`config.mk`:
```
export PLATFORM = sky130hd
export DESIGN_NAME = sram_read_arbiter
export DESIGN_NICKNAME = d
export VERILOG_FILES = /design/src/rtl/sram_read_arbiter.sv
export SDC_FILE = /design/constraint.sdc
export NUM_CORES = 1
export LEC_CHECK = 0
export ABC_AREA = 1
export BUFFER_PORTS_ARGS = -buffer_cell sky130_fd_sc_hd__buf_2
export CAP_MARGIN = 20
export CORE_AREA = 2 2 139 141
export DETAILED_ROUTE_END_ITERATION = 7
export DIE_AREA = 0 0 141 143
export GPL_TIMING_DRIVEN = 1
export HOLD_SLACK_MARGIN = 0.06
export PLACE_DENSITY = 0.6
export SLEW_MARGIN = 15
export SYNTH_ARGS = -nofsm -noshare
export SYNTH_HDL_FRONTEND = slang
export SYNTH_SLANG_ARGS = --single-unit
export TNS_END_PERCENT = 10
```
`constraint.sdc`:
```
create_clock -name clk -period 4.6 [get_ports clk]
set_clock_uncertainty 0.2 [all_clocks]
set_input_delay 0.23 -clock clk [delete_from_list [all_inputs] [get_ports clk]]
set_output_delay 0.23 -clock clk [all_outputs]
set_load 0.01 [all_outputs]
```
`src/rtl/sram_read_arbiter.sv`:
```
`default_nettype none
// +----------------------------------------------------------------------------+
// | Module   : sram_read_arbiter                                               |
// | Brief    : Shares a 2R1W SRAM among NUM_REQUESTERS round-robin read        |
// |            clients and one write client; zero-fills the SRAM after reset.  |
// | Revision : 1.0 - initial release                                           |
// +----------------------------------------------------------------------------+
module sram_read_arbiter #(
  parameter int DATA_WIDTH     = 32,
  parameter int SIZE           = 1024,
  parameter int NUM_REQUESTERS = 4,
  parameter int ADDR_WIDTH     = $clog2(SIZE)
) (
  input  logic                                 clk,
  input  logic                                 reset_n,
  // read clients
  input  logic [NUM_REQUESTERS-1:0]            req_valid,
  input  logic [NUM_REQUESTERS*ADDR_WIDTH-1:0] req_addr,
  output logic [NUM_REQUESTERS-1:0]            req_ready,
  output logic [NUM_REQUESTERS-1:0]            resp_valid,
  output logic [NUM_REQUESTERS*DATA_WIDTH-1:0] resp_data,
  // write client
  input  logic                                 wr_valid,
  input  logic [ADDR_WIDTH-1:0]                wr_addr,
  input  logic [DATA_WIDTH-1:0]                wr_data,
  output logic                                 wr_ready,
  output logic                                 init_done,
  // SRAM read ports
  output logic                                 sram_read1_en,
  output logic [ADDR_WIDTH-1:0]                sram_read1_addr,
  output logic                                 sram_read2_en,
  output logic [ADDR_WIDTH-1:0]                sram_read2_addr,
  input  logic [DATA_WIDTH-1:0]                sram_read1_data,
  input  logic [DATA_WIDTH-1:0]                sram_read2_data,
  // SRAM write port
  output logic                                 sram_write_en,
  output logic [ADDR_WIDTH-1:0]                sram_write_addr,
  output logic [DATA_WIDTH-1:0]                sram_write_data
);

  localparam int IDX_W = $clog2(NUM_REQUESTERS);
  // One extra bit so a power-of-two SIZE never wraps the sweep back to 0.
  localparam int CNT_W = ADDR_WIDTH + 1;

  localparam logic [CNT_W-1:0] c_LAST_ADDR = CNT_W'(SIZE - 1);
  localparam logic [IDX_W:0]   c_NUM_REQ   = (IDX_W + 1)'(NUM_REQUESTERS);

  typedef enum logic [0:0] {
    ST_INIT = 1'b0,
    ST_RUN  = 1'b1
  } state_t;

  state_t                    r_state;
  state_t                    w_state_next;
  logic [CNT_W-1:0]          r_sweep;
  logic [IDX_W-1:0]          r_rr_ptr;
  logic [IDX_W-1:0]          w_rr_next;
  logic [NUM_REQUESTERS-1:0] r_resp_valid;
  logic [NUM_REQUESTERS-1:0] r_port_sel;

  // Reset gates every output so nothing leaks to the SRAM while reset_n is low.
  logic w_init;
  logic w_run;

  logic                      w_g1_found;
  logic                      w_g2_found;
  logic [IDX_W-1:0]          w_g1_idx;
  logic [IDX_W-1:0]          w_g2_idx;
  logic [NUM_REQUESTERS-1:0] w_grant1;
  logic [NUM_REQUESTERS-1:0] w_grant2;
  logic [IDX_W:0]            w_sum;
  logic [IDX_W-1:0]          w_cand;
  logic [IDX_W-1:0]          w_last;
  logic [IDX_W:0]            w_last_inc;

  logic [ADDR_WIDTH-1:0]     w_req_addr [NUM_REQUESTERS];

  // Unpack the flat per-client address bus.
  generate
    for (genvar gi = 0; gi < NUM_REQUESTERS; gi++) begin : g_unpack
      assign w_req_addr[gi] = req_addr[gi*ADDR_WIDTH +: ADDR_WIDTH];
    end
  endgenerate

  // State register: reset always returns to the zero-fill sweep.
  always_ff @(posedge clk) begin
    if (!reset_n) begin
      r_state <= ST_INIT;
    end else begin
      r_state <= w_state_next;
    end
  end

  // Next state and SRAM write port: sweep writes zeros, then pass the write client through.
  always_comb begin
    w_state_next    = r_state;
    w_init          = 1'b0;
    w_run           = 1'b0;
    sram_write_en   = 1'b0;
    sram_write_addr = '0;
    sram_write_data = '0;
    case (r_state)
      ST_INIT: begin
        w_init = reset_n;
        if (r_sweep == c_LAST_ADDR) begin
          w_state_next = ST_RUN;
        end
        if (reset_n) begin
          sram_write_en   = 1'b1;
          sram_write_addr = r_sweep[ADDR_WIDTH-1:0];
        end
      end
      ST_RUN: begin
        w_run = reset_n;
        if (reset_n) begin
          sram_write_en   = wr_valid;
          sram_write_addr = wr_addr;
          sram_write_data = wr_data;
        end
      end
      default: begin
        w_state_next = ST_INIT;
      end
    endcase
  end

  // Sweep address counter; saturates at SIZE once the sweep is done.
  always_ff @(posedge clk) begin
    if (!reset_n) begin
      r_sweep <= '0;
    end else if (r_state == ST_INIT) begin
      r_sweep <= r_sweep + CNT_W'(1);
    end
  end

  // Round-robin scan from rr_ptr: first valid client takes port 1, second takes port 2.
  always_comb begin
    w_g1_found = 1'b0;
    w_g2_found = 1'b0;
    w_g1_idx   = '0;
    w_g2_idx   = '0;
    w_grant1   = '0;
    w_grant2   = '0;
    w_sum      = '0;
    w_cand     = '0;
    for (int k = 0; k < NUM_REQUESTERS; k++) begin
      w_sum = {1'b0, r_rr_ptr} + (IDX_W + 1)'(k);
      if (w_sum >= c_NUM_REQ) begin
        w_sum = w_sum - c_NUM_REQ;
      end
      w_cand = w_sum[IDX_W-1:0];
      if (w_run && req_valid[w_cand]) begin
        if (!w_g1_found) begin
          w_g1_found       = 1'b1;
          w_g1_idx         = w_cand;
          w_grant1[w_cand] = 1'b1;
        end else if (!w_g2_found) begin
          w_g2_found       = 1'b1;
          w_g2_idx         = w_cand;
          w_grant2[w_cand] = 1'b1;
        end
      end
    end
  end

  // Pointer advances past the last client granted this cycle.
  always_comb begin
    w_rr_next  = r_rr_ptr;
    w_last     = w_g2_found ? w_g2_idx : w_g1_idx;
    w_last_inc = {1'b0, w_last} + (IDX_W + 1)'(1);
    if (w_last_inc >= c_NUM_REQ) begin
      w_last_inc = w_last_inc - c_NUM_REQ;
    end
    if (w_g1_found) begin
      w_rr_next = w_last_inc[IDX_W-1:0];
    end
  end

  // Round-robin pointer register.
  always_ff @(posedge clk) begin
    if (!reset_n) begin
      r_rr_ptr <= '0;
    end else begin
      r_rr_ptr <= w_rr_next;
    end
  end

  // Remember which clients were granted and on which port, for next-cycle routing.
  always_ff @(posedge clk) begin
    if (!reset_n) begin
      r_resp_valid <= '0;
      r_port_sel   <= '0;
    end else begin
      r_resp_valid <= w_grant1 | w_grant2;
      r_port_sel   <= w_grant2;
    end
  end

  // Read port drive; idle ports park at address 0.
  always_comb begin
    req_ready       = w_grant1 | w_grant2;
    sram_read1_en   = w_g1_found;
    sram_read2_en   = w_g2_found;
    sram_read1_addr = w_g1_found ? w_req_addr[w_g1_idx] : '0;
    sram_read2_addr = w_g2_found ? w_req_addr[w_g2_idx] : '0;
  end

  assign resp_valid = r_resp_valid & {NUM_REQUESTERS{reset_n}};
  assign wr_ready   = w_run;
  assign init_done  = w_run;

  // Each client sees the data of the port it was granted last cycle.
  generate
    for (genvar gi = 0; gi < NUM_REQUESTERS; gi++) begin : g_resp
      assign resp_data[gi*DATA_WIDTH +: DATA_WIDTH] =
        r_port_sel[gi] ? sram_read2_data : sram_read1_data;
    end
  endgenerate

endmodule
`default_nettype wire

```
==> results.toml <==
[drt]
drc = 0
wl_per_cell_um = 12.9
vias_per_cell = 4.51
via_count = 6173
first_iter_violations = 278
ant_nets = 0
routed_wl_mm = 17.6
dr.pass1.iters = 5

[sta]
hold_viol_final = 0
fmax_mhz = 257
rsz0062_at_grt = "false"
maxSlewViolCount = 0
max-slew-margin-rel_pct = 31.5
setup_tns_ns = 0
layout_min_cycle_time_ns = 3.90
final.setup.worst_slack_ns = 0.703
worst_pin_slew_ns = 1.03
setup_viol = 0
fin_crit_sh_pct = 84.7
fin_hold_ws_ns = 0.165

[floorplan]
ioPinCount = 356
die-area_sq_um = 20200
start_util_pct = 22.2
placementRows = 50
core_sq_um = 18600
die_w_um = 141
dieHeight_um = 143

[global_route]
grt_pass1_vias = 5320
track_usage_pct = 16.1
grt_pass1_wl_mm = 27.1
antenna_found_initial = 0
grt_max_degree = 65
grt_overflow = 0

[worst_setup_path]
crit_fanout = 23
path_class = "reg2out"
required_ns = 4.17
cpMostUsedCell = "nand2_1"
crit_family = "simple AND/OR/NAND/NOR gates"
crit_path_max_incr_delay_ns = 0.51
critPathArrivalTime_ns = 3.47
endpoint_kind = "output pin"
cpMaxStageDelayCell = "dfxtp_1"
cp_cell_sequence = "inv_1, ha_1, inv_1, nand3_2, nand3_4, nand4_2, nand2_1, nand2_1, nand2_2, inv_2, nand2_1, nand2_1, a21oi_1, nor2_1, buf_2"
start_kind = "flip-flop"
cp_num_buf_inv = 4

[clock_tree]
cts_tree = "done"
htree_levels = 1
clock_latency_ns = 0.25
cts_buffers = 3
cts_buffer_depth = 2
cts_setup_buffers = 0
cts_resized = 0
clock-sinks = 22
cts_hold_buffers = 0
clockRootBuffer = "clkbuf_16"
clk_pin_slew_ns = 0.06

[pwr]
p_leak_nw = 3.37
power_mw = 0.692
p_per_area_nw_per_um2 = 113
vdd_drop_max_v = 0.000117

[synthesis]
syn_avg_cell_area_sq_um = 5.02
ys_types = 37
synthCells = 821
synth_nets = 979
syn_area_sq_um = 4120
ys_seq_elements = 22
synth_warnings = 0
ys_seq_area_share_pct = 10.7

[finish]
synthToLayoutAreaGrowth_pct = 48.3
final_area_sq_um = 6110
fin_nets = 1294
drive_above_1_share_pct = 36.2
layout_commonest_cell = "buf_2"
fillers = 2118
diodes = 0
layout_common_cells = "buf_2, nand2_1, o21ai_0"
multi_input_area_sq_um = 3050
regArea_sq_um = 445

[placed_design]
gp_congestion = 0.866
portBuffers = 355
placedInstanceArea_sq_um = 5970
dp_hpwl_mm = 14.3
pre_cts_ws_ns = 0.915

[min_path]
hp-class = "in2reg"

[run]
cap_violations = 0

[run_status]
status = "finished, final reports clean"
## cells in the mapped netlist (all sizes together)
master / n / area share (%)
ha: 5 / 1.5
o21ai: 146 / 18
nor3: 3 / 0.36
and3: 2 / 0.30
clkbuf: 34 / 3.1
a221oi: 3 / 0.64
inv: 104 / 9.6
a32oi: 2 / 0.42
buf: 14 / 2.7
nand4: 8 / 1.4
nor2: 64 / 6.5
nand2: 320 / 31
clkinv: 1 / 0.091
nand3: 57 / 8.9
or2: 2 / 0.30
a21oi: 30 / 3.7
a22oi: 1 / 0.18
dfxtp: 22 / 11
o22ai: 1 / 0.15
o32ai: 1 / 0.21
a211oi: 1 / 0.18
## layout make-up
class | instances | area share (%)
Multi-Input combinational cell | 646 | 49.8
Tap cell | 234 | 4.79
Clock inverter | 1 | 0.491
Sequential cell | 22 | 7.29
Clock buffer | 3 | 1.23
Timing Repair Buffer | 358 | 29.8
Inverter | 105 | 6.53
## worst paths after layout
| check | from | to | slack, ns | cells after the start |
|---|---|---|---|---|
| hold / removal | reset_n | r_rr_ptr[1] | 0.17 | 3 |
| setup / recovery | r_rr_ptr[1] | sram_read1_addr[9] | 0.70 | 15 |
| hold reg to reg | r_sweep[4] | r_sweep[4] | 0.30 | 2 |
| setup reg to reg | r_rr_ptr[1] | r_rr_ptr[1] | 1.46 | 15 |
## flip-flops by register name, indices dropped and copies added, names as in the netlist
name / count
r_port_sel: 4
r_resp_valid: 4
r_rr_ptr: 2
r_state: 1
r_sweep: 11
## metrics by stage
step	util, %	cells
2_1_floorplan	-	821
3_3_place_gp	32.1	1363
3_5_place_dp	32.1	1363
4_1_cts	32.7	1367
5_1_grt	32.9	1369
6_report	32.9	1369
## worst min-delay path, cell delays in order
cell and delay [ns]:
buf_2 0.21, nand2_1 0.11, inv_1 0.03
## where the power goes
part	switching, mW	internal [mW]	total (mW)
Clock	0.0696	0.173	0.242
Combinational	0.142	0.112	0.254
Sequential	0.00252	0.193	0.195
## cells by family after synthesis
family	after synthesis	share of synthesized area (%)
compound gates	185	23.2
buf+inv	153	15.4
simple gates	456	49.1
fa+ha+maj	5	1.52
flops	22	10.7
## layer usage
layer / part of all wire [%] / track usage [%] / vias to the layer above
met5: 0 / 0 / -
met4: 0.54 / 1.58 / 0
met3: 6.2 / 1.81 / 11
met2: 50 / 30.1 / 251
met1: 43 / 20.5 / 2678
li1: - / - / 3233
Note: power is estimated with default switching activity, not from simulation.
